## src/rtl/reg_univ_pkg.sv

```systemverilog
// rtl/reg_univ_pkg.sv - shared MODE encodings for the universal register
package reg_univ_pkg;

    localparam int MODE_W = 3;

    localparam logic [MODE_W-1:0] MODE_HOLD = 3'b000;
    localparam logic [MODE_W-1:0] MODE_LOAD = 3'b001;
    localparam logic [MODE_W-1:0] MODE_SHL  = 3'b010;
    localparam logic [MODE_W-1:0] MODE_LSR  = 3'b011;
    localparam logic [MODE_W-1:0] MODE_INC  = 3'b100;
    localparam logic [MODE_W-1:0] MODE_DEC  = 3'b101;
    localparam logic [MODE_W-1:0] MODE_ASR  = 3'b110;
    localparam logic [MODE_W-1:0] MODE_NEG  = 3'b111;

endpackage

```

## src/rtl/reg_univ_incdec.sv

```systemverilog
// rtl/reg_univ_incdec.sv - WIDTH-bit ripple incrementer/decrementer with carry/borrow out
module reg_univ_incdec #(
    parameter int WIDTH = 32
) (
    input  logic [WIDTH-1:0] A,
    input  logic             DEC,
    output logic [WIDTH-1:0] SUM,
    output logic             CARRY
);

    // One chain serves both directions: a carry ripples through ones when
    // incrementing and a borrow ripples through zeros when decrementing.
    always_comb begin
        logic c;
        c   = 1'b1;
        SUM = '0;
        for (int i = 0; i < WIDTH; i++) begin
            SUM[i] = A[i] ^ c;
            c      = c & (A[i] ^ DEC);
        end
        CARRY = c;
    end

endmodule

```

## src/rtl/reg_univ_pp.sv

```systemverilog
// rtl/reg_univ_pp.sv - universal register with pattern reset; REG_UNIV_SAT_EN makes inc/dec saturate
import reg_univ_pkg::*;

module reg_univ_pp #(
    parameter int               WIDTH   = 32,
    parameter logic [WIDTH-1:0] PATTERN = '0
) (
    input  logic              CLK,
    input  logic              RESET,
    input  logic              LOAD,
    input  logic [MODE_W-1:0] MODE,
    input  logic [WIDTH-1:0]  D,
    input  logic              SI,
    output logic [WIDTH-1:0]  Q,
    output logic              CO,
    output logic              ZERO
);

    logic [WIDTH-1:0] adder_a;
    logic [WIDTH-1:0] adder_sum;
    logic             adder_carry;
    logic             adder_dec;
    logic [WIDTH-1:0] q_op;
    logic [WIDTH-1:0] q_next;
    logic             co_op;
    logic             co_next;

    // Negate is ~Q + 1, so it shares the incrementer fed with the inverted register.
    assign adder_a   = (MODE == MODE_NEG) ? ~Q : Q;
    assign adder_dec = (MODE == MODE_DEC);

    reg_univ_incdec #(
        .WIDTH(WIDTH)
    ) u_incdec (
        .A     (adder_a),
        .DEC   (adder_dec),
        .SUM   (adder_sum),
        .CARRY (adder_carry)
    );

    always_comb begin
        q_op  = Q;
        co_op = CO;
        case (MODE)
            MODE_HOLD: begin
                q_op  = Q;
                co_op = CO;
            end
            MODE_LOAD: begin
                q_op  = D;
                co_op = 1'b0;
            end
            MODE_SHL: begin
                q_op  = {Q[WIDTH-2:0], SI};
                co_op = Q[WIDTH-1];
            end
            MODE_LSR: begin
                q_op  = {SI, Q[WIDTH-1:1]};
                co_op = Q[0];
            end
            MODE_ASR: begin
                q_op  = {Q[WIDTH-1], Q[WIDTH-1:1]};
                co_op = Q[0];
            end
            default: begin
                q_op  = adder_sum;
                co_op = adder_carry;
            end
        endcase
`ifdef REG_UNIV_SAT_EN
        if (((MODE == MODE_INC) || (MODE == MODE_DEC)) && adder_carry) begin
            q_op = Q;
        end
`endif
    end

    assign q_next  = LOAD ? q_op : Q;
    assign co_next = LOAD ? co_op : CO;

    for (genvar i = 0; i < WIDTH; i++) begin : g_bit
        logic bit_q;
        always_ff @(posedge CLK) begin
            if (RESET) begin
                bit_q <= PATTERN[i];
            end else begin
                bit_q <= q_next[i];
            end
        end
        assign Q[i] = bit_q;
    end

    always_ff @(posedge CLK) begin
        if (RESET) begin
            CO <= 1'b0;
        end else begin
            CO <= co_next;
        end
    end

    assign ZERO = (Q == '0);

endmodule

```

## config.mk

```make
export PLATFORM = sky130hd
export DESIGN_NAME = reg_univ_pp
export DESIGN_NICKNAME = d
export VERILOG_FILES = /design/src/rtl/reg_univ_pkg.sv /design/src/rtl/reg_univ_incdec.sv /design/src/rtl/reg_univ_pp.sv
export SDC_FILE = /design/constraint.sdc
export NUM_CORES = 1
export LEC_CHECK = 0
export CORE_MARGIN = 2
export CORE_UTILIZATION = 55
export CTS_BUF_LIST = sky130_fd_sc_hd__clkbuf_8
export DETAILED_ROUTE_END_ITERATION = 8
export PLACE_DENSITY = 0.9
export SYNTH_ARGS = -nofsm -noshare
export SYNTH_HDL_FRONTEND = slang
export SYNTH_SLANG_ARGS = --single-unit
```

## constraint.sdc

```tcl
create_clock -name CLK -period 2.7 [get_ports CLK]
set_clock_uncertainty 0.1 [all_clocks]
set_input_delay 0.405 -clock CLK [delete_from_list [all_inputs] [get_ports CLK]]
set_output_delay 0.405 -clock CLK [all_outputs]
set_load 0.01 [all_outputs]
```

==> impl_metrics.json, run 1 <==
{
  "viasPerCell": 6.899,
  "synth_top_area_share_pct": 17.38,
  "synth_edf_count": 0,
  "synthMuxAreaShare_pct": 1.876,
  "synth_top_family_by_area": "compound AO/OA/AOI/OAI gates",
  "postPlaceCellArea_um2": 4746,
  "worstSetupPathType": "reg2reg",
  "power_mw": 1.848,
  "start_util_pct": 56.26,
  "grtUsageMet3_pct": 6.161,
  "hold_buffers": 0,
  "max_cap_viol_count": 0,
  "p_comb_share_pct": 42.9,
  "synthSimpleGateAreaFrac_pct": 25.08,
  "grt_usage_pct": 34.51,
  "power_per_cell_area_nw_per_um2": 375.7,
  "min_from": "CO",
  "clkPwrFrac_pct": 23.8,
  "drt-initial-drc-count": 764,
  "synth_fp_nets": 570,
  "fmax_mhz": 381.4,
  "hold_violations": 0,
  "synth_cells": 531,
  "required_ns": 2.78,
  "critical-path-slowest-cell": "dfxtp_1",
  "fin_crit_sh_pct": 97.11,
  "slew_headroom_pct": 63.62,
  "setup_tns_ns": 0,
  "cts_buffers": 5,
  "cts-root-buf": "clkbuf_8",
  "syn_avg_cell_area_um2": 7.158,
  "crit_fanout": 8,
  "synth.most_common_cell": "a21oi_1",
  "tritoncts": "done",
  "endpoint_kind": "register",
  "status": "completed",
  "maxSlewViolCount": 0,
  "boundaryPins": 73,
  "firstDrtPassIters": 6,
  "slowest_delay_ns": 0.56,
  "synth_xor_area_share_pct": 8.986,
  "p_int_mw": 1.147,
  "yosysWarnings": 0,
  "ys_top_cells_by_area": "dfxtp_1, xnor2_1, buf_4, a21oi_1, a221oi_1",
  "p_switching_mw": 0.7007,
  "synth.largest_area_cell": "dfxtp_1",
  "grt_pass1_vias": 4421,
  "gp_congestion": 0.9800,
  "overflow": 0,
  "min_period_ns": 2.622,
  "hpwl_mm": 9.224,
  "pwr-share-seq_pct": 33.2,
  "rsz0062_at_grt": "no",
  "synth-compound-area-share_pct": 32.39,
  "met2_usage_pct": 57.53,
  "grt-busiest-layer": "met2",
  "dieArea_um2": 7593,
  "fp-row-count": 30,
  "drive_gt1_share_pct": 19.87,
  "antenna_found_initial": 0,
  "tightest_slew_ns": 0.5407,
  "wl_mm": 13.48,
  "clk_path_buf_depth": 2,
  "clock_latency_ns": 0.30,
  "wl_per_cell_um": 19.70,
  "worstSetupStartpointType": "register",
  "use_met1_pct": 42.94,
  "die_h_um": 87.14,
  "cts_max_level": 2,
  "hold_class": "reg2reg",
  "io_buffers": 72,
  "finalSetupViolCount": 0,
  "grt_max_degree": 25,
  "swShare_pct": 37.92,
  "seq_area_frac_synth_pct": 17.38,
  "max-vdd-ir-drop_mv": 0.1981,
  "synthTopCellsByCount": "a21oi_1, nand2_1, nor2_1, xnor2_1, buf_4",
  "synth-seq-cells": 33,
  "ys_async_sr_fraction_pct": 0,
  "fin_area_um2": 4918,
  "die_width_um": 87.14,
  "critPathLaunch": "g_bit[4].bit_q",
  "grt_pass1_wl_mm": 21.10,
  "crit_chain": "nand4_1 > nor3b_4 > buf_4 > o221ai_4 > and4bb_2 > xnor2_1 > a21oi_1 > o2bb2a_1",
  "antenna_cells": 0,
  "ant_nets": 0,
  "core_um2": 6756,
  "fin_util_pct": 72.80,
  "cp.arrival_ns": 2.70,
  "syn_area_um2": 3801,
  "worstReg2RegStart": "g_bit[4].bit_q",
  "clk_pin_slew_ns": 0.07,
  "synth_flop_cell": "dfxtp_1",
  "clock_sinks": 33,
  "synthAdderAreaFrac_pct": 0,
  "area_growth_pct": 29.39,
  "fin_nets": 642,
  "p_leak_nw": 1.843,
  "n_fill_cell": 488,
  "synth.distinct_cells": 69,
  "dr_total_vias": 4719,
  "drc_errors": 0
}
## cell usage in the layout (no fill, tap or decap), types with 22 or more instances in the layout
| cell type | netlist | layout |
|---|---|---|
| o21ai_0 | 22 | 22 |
| nor2_1 | 38 | 38 |
| dfxtp_1 | 33 | 33 |
| nor3_1 | 27 | 22 |
| a221oi_1 | 22 | 22 |
| buf_4 | 35 | 78 |
| xnor2_1 | 38 | 38 |
| clkdlybuf4s50_1 | 0 | 69 |
| a21oi_1 | 52 | 52 |
| nand2_1 | 47 | 47 |
## metal layers
layer  vias to the layer above  routed length, um
li1                       2068                  -
met1                      2122               4878
met2                       424               6238
met3                       105               1691
met4                         0                668
met5                         -                  0
## through the flow
stage	hold WS (ns)	std cells	worst slack [ns]
3_3_place_gp	0.3965	674	-0.2163
2_1_floorplan	0.4006	531	0.2156
3_5_place_dp	0.4008	674	-0.3121
4_1_cts	0.4147	682	0.004180
6_report	0.4148	684	0.07790
5_1_grt	0.4654	684	0.05030
## logic make-up (layout without fill, tap and decap cells)
logic type	Yosys count	in the layout
AOI/OAI and AO/OA	172	172
xor gates and xnor gates	39	39
buffers and inverters	102	175
DFF	33	33
muxes	7	7
and+or+nand+nor	178	178
## state kept, by name (all words and copies together), names as in the netlist
signal       cells
CO               1
g_bit.bit_q     32
## final timing paths
kind                                         to  slack (ns)  cells after the start
worst min register to register               CO        0.41                      2
worst max register to register  g_bit[22].bit_q        0.08                      8
worst min-delay path                         CO        0.41                      2
worst max-delay path            g_bit[22].bit_q        0.08                      8
## final cells by class
class | count | area (um^2) | share of cell area, %
clock buffers | 7 | 96.34 | 1.959
clock inverters | 1 | 5.005 | 0.1018
inverters | 15 | 56.30 | 1.145
multi-input cells | 396 | 2654 | 53.96
flip-flops and latches | 33 | 660.6 | 13.43
well taps | 80 | 100.1 | 2.035
repair buffers | 152 | 1346 | 27.37
## power groups by stage
stage	Combinational [mW]	Sequential (mW)	Clock [mW]
final	0.793	0.614	0.441
after global routing	0.842	0.618	0.458
after CTS	0.759	0.606	0.434
after detailed placement	0.749	0.617	0
after global placement	0.729	0.614	0
after floorplan	0.515	0.576	0
## what timing repair did
action / 4_1_cts / 5_1_grt
endpoints found under the setup margin: 5 / 19
buffers inserted: 0 / 2
resized for setup: 6 / 7
pin swaps: 0 / 1
gates cloned: 0 / 0
## worst max-delay path, delay by kind of cell (launching register included)
kind / cells / cell delay (ns)
AO/OA/AOI/OAI: 3 / 0.56
XOR/XNOR: 1 / 0.15
buffers and inverters: 1 / 0.17
flip-flops: 1 / 0.56
AND/OR/NAND/NOR: 3 / 0.96
Power figures use the tool's default switching activity.
==> run 2, diff against run 1 <==
--- a/config.mk
+++ b/config.mk
@@ -7,8 +7,8 @@
 export LEC_CHECK = 0
 export CORE_MARGIN = 2
-export CORE_UTILIZATION = 55
+export CORE_UTILIZATION = 59
 export CTS_BUF_LIST = sky130_fd_sc_hd__clkbuf_8
 export DETAILED_ROUTE_END_ITERATION = 8
-export PLACE_DENSITY = 0.9
+export PLACE_DENSITY = 0.95
 export SYNTH_ARGS = -nofsm -noshare
 export SYNTH_HDL_FRONTEND = slang
==> constraint.sdc (replaced) <==
create_clock -name CLK -period 3.2 [get_ports CLK]
set_clock_uncertainty 0.1 [all_clocks]
set_input_delay 0.8 -clock CLK [delete_from_list [all_inputs] [get_ports CLK]]
set_output_delay 0.8 -clock CLK [all_outputs]
set_load 0.01 [all_outputs]
==> run 2 against run 1 <==
Net effect: count of clock-buffer cells in the layout stayed put; die area is 6.5% lower; global-route usage is 4.9 points higher; non-clock buffer count is 19 lower; utilization is 3.4 points higher; the run now ends with design-rule violations, negative setup slack left; first-iteration DRC count is 65% higher; hold slack better by 0.10 ns.
==> impl_metrics.json, run 2 (synthesis gave the netlist of run 1 again) <==
{
  "p_int_mw": 0.9572,
  "power_mw": 1.595,
  "worstSetupStartpointType": "input pin",
  "final_common_cell": "clkdlybuf4s50_1",
  "tightest_slew_ns": 0.6004,
  "fp-row-count": 29,
  "tritoncts": "done",
  "crit_fanout": 16,
  "grt_pass1_wl_mm": 23.00,
  "pwr-share-seq_pct": 32.9,
  "wl_mm": 15.17,
  "violations": "design-rule violations, negative setup slack",
  "min_period_ns": 3.410,
  "io_buffers": 72,
  "final.setup.worst_slack_ns": -0.2097,
  "grt_pass1_vias": 4652,
  "drive_gt1_share_pct": 17.44,
  "top_register": "g_bit.bit_q",
  "die_width_um": 84.27,
  "grt_usage_pct": 39.45,
  "path_common_cell": "buf_4",
  "use_met1_pct": 48.56,
  "min_from": "g_bit[12].bit_q",
  "drc_errors": 31,
  "dieArea_um2": 7101,
  "required_ns": 3.29,
  "p_leak_nw": 1.702,
  "firstDrtPassIters": 9,
  "clock_sinks": 33,
  "boundaryPins": 73,
  "crit_buf_inv": 3,
  "path_delay_family": "compound AO/OA/AOI/OAI gates",
  "finalSetupViolCount": 9,
  "critical-path-slowest-cell": "clkdlybuf4s50_1",
  "antenna_cells": 0,
  "rsz0062_at_grt": "yes",
  "fmax_mhz": 293.3,
  "clk_path_buf_depth": 2,
  "worstSetupPathType": "in2reg",
  "hold_class": "reg2reg",
  "die_h_um": 84.27,
  "start_util_pct": 60.55,
  "cp.arrival_ns": 3.50,
  "dr_total_vias": 4909,
  "fin_nets": 623,
  "status": "finished with violations",
  "endpoint_kind": "register",
  "power_per_cell_area_nw_per_um2": 333.4,
  "slowest_delay_ns": 0.50,
  "fin_crit_sh_pct": 106.6,
  "viasPerCell": 7.415,
  "grtUsageMet3_pct": 9.931,
  "max-vdd-ir-drop_mv": 0.2208,
  "cts_max_level": 2,
  "dpl_worst_slack_ns": -0.1879,
  "top_regs": "g_bit.bit_q (32), CO (1)",
  "cts_buffers": 5,
  "n_fill_cell": 406,
  "slew_headroom_pct": 59.97,
  "wl_per_cell_um": 22.91,
  "clkPwrFrac_pct": 24.6,
  "grt-busiest-layer": "met2",
  "p_switching_mw": 0.6380,
  "mostFrequentLayoutCells": "clkdlybuf4s50_1, buf_4, a21oi_1, nand2_1",
  "p_comb_share_pct": 42.5,
  "antenna_found_initial": 0,
  "grt_max_degree": 38,
  "cts-root-buf": "clkbuf_8",
  "clock_latency_ns": 0.32,
  "hold_ws_ns": 0.5188,
  "hold_violations": 0,
  "met2_usage_pct": 62.70,
  "critPathLaunch": "MODE[2]",
  "max_cap_viol_count": 0,
  "swShare_pct": 39.99,
  "crit_chain": "clkdlybuf4s50_1 > buf_4 > nand3b_1 > nor4_4 > o22ai_2 > buf_4 > a2111oi_2 > xnor2_1 > a21oi_1 > o2bb2a_1",
  "hpwl_mm": 9.222,
  "gp_congestion": 1.012,
  "overflow": 0,
  "drt-initial-drc-count": 1258,
  "core_um2": 6277,
  "largest_reg_flops": 32,
  "hold_buffers": 0,
  "area_growth_pct": 25.87,
  "ant_nets": 0,
  "clk_pin_slew_ns": 0.08,
  "worstReg2RegStart": "g_bit[12].bit_q",
  "maxSlewViolCount": 0
}
## run 2: changes by cell type in the layout (fill, tap and decap cells not counted), sizes merged
cell           before  now
dlymetal6s2s        1    0
clkdlybuf4s50      69   72
dlygate4sd2         2    0
buf                80   61
## run 2: final timing paths
kind                                         to  slack, ns  depth (start not counted)
worst max-delay path            g_bit[26].bit_q      -0.21                         10
worst min-delay path            g_bit[12].bit_q       0.52                          2
worst max register to register  g_bit[21].bit_q       0.40                          8
worst min register to register  g_bit[12].bit_q       0.52                          2
## run 2: cell type report
cell class	instances	area [um^2]	share of cell area [%]
clock inverter	1	5.005	0.1046
timing repair buffer	133	1204	25.16
sequential	33	660.6	13.81
clock buffer	7	96.34	2.014
multi-input combinational	396	2666	55.73
tap	77	96.34	2.014
inverter	15	56.30	1.177
## run 2: power groups by stage
| stage | Combinational (mW) | Sequential, mW | Clock [mW] |
|---|---|---|---|
| floorplan | 0.435 | 0.486 | 0 |
| global route | 0.711 | 0.528 | 0.391 |
| finish | 0.678 | 0.525 | 0.393 |
| global placement | 0.597 | 0.514 | 0 |
| CTS | 0.634 | 0.510 | 0.369 |
| detailed placement | 0.620 | 0.517 | 0 |
## run 2: per-stage QoR
stage	instance area, um^2	setup TNS, ns	std cells	utilization [%]
3_5_place_dp	4607	-2.011	653	73.39
6_report	4785	-0.7834	662	76.22
4_1_cts	4713	0	661	75.08
2_1_floorplan	3801	0	531	-
3_3_place_gp	4607	-0.2645	653	73.39
5_1_grt	4785	-2.070	662	76.22
## run 2: worst register-to-register path: stages, from the launching register on
cell,delay [ns]
dfxtp_1,0.42
nor3_1,0.46
and3_1,0.30
o22ai_2,0.20
buf_4,0.21
nor2_1,0.25
mux2i_1,0.19
nor4_1,0.47
nor3b_1,0.10
## run 2: metal layers
metal | vias to the layer above | wire length, um
li1 | 2023 | -
met1 | 2190 | 5136
met2 | 531 | 6596
met3 | 165 | 2211
met4 | 0 | 1222
met5 | - | 0
## run 2: repair_timing
action                     CTS  global route
setup endpoints to repair    1            14
setup buffers                0             1
pin swaps                    0             1
resized for setup            1            10
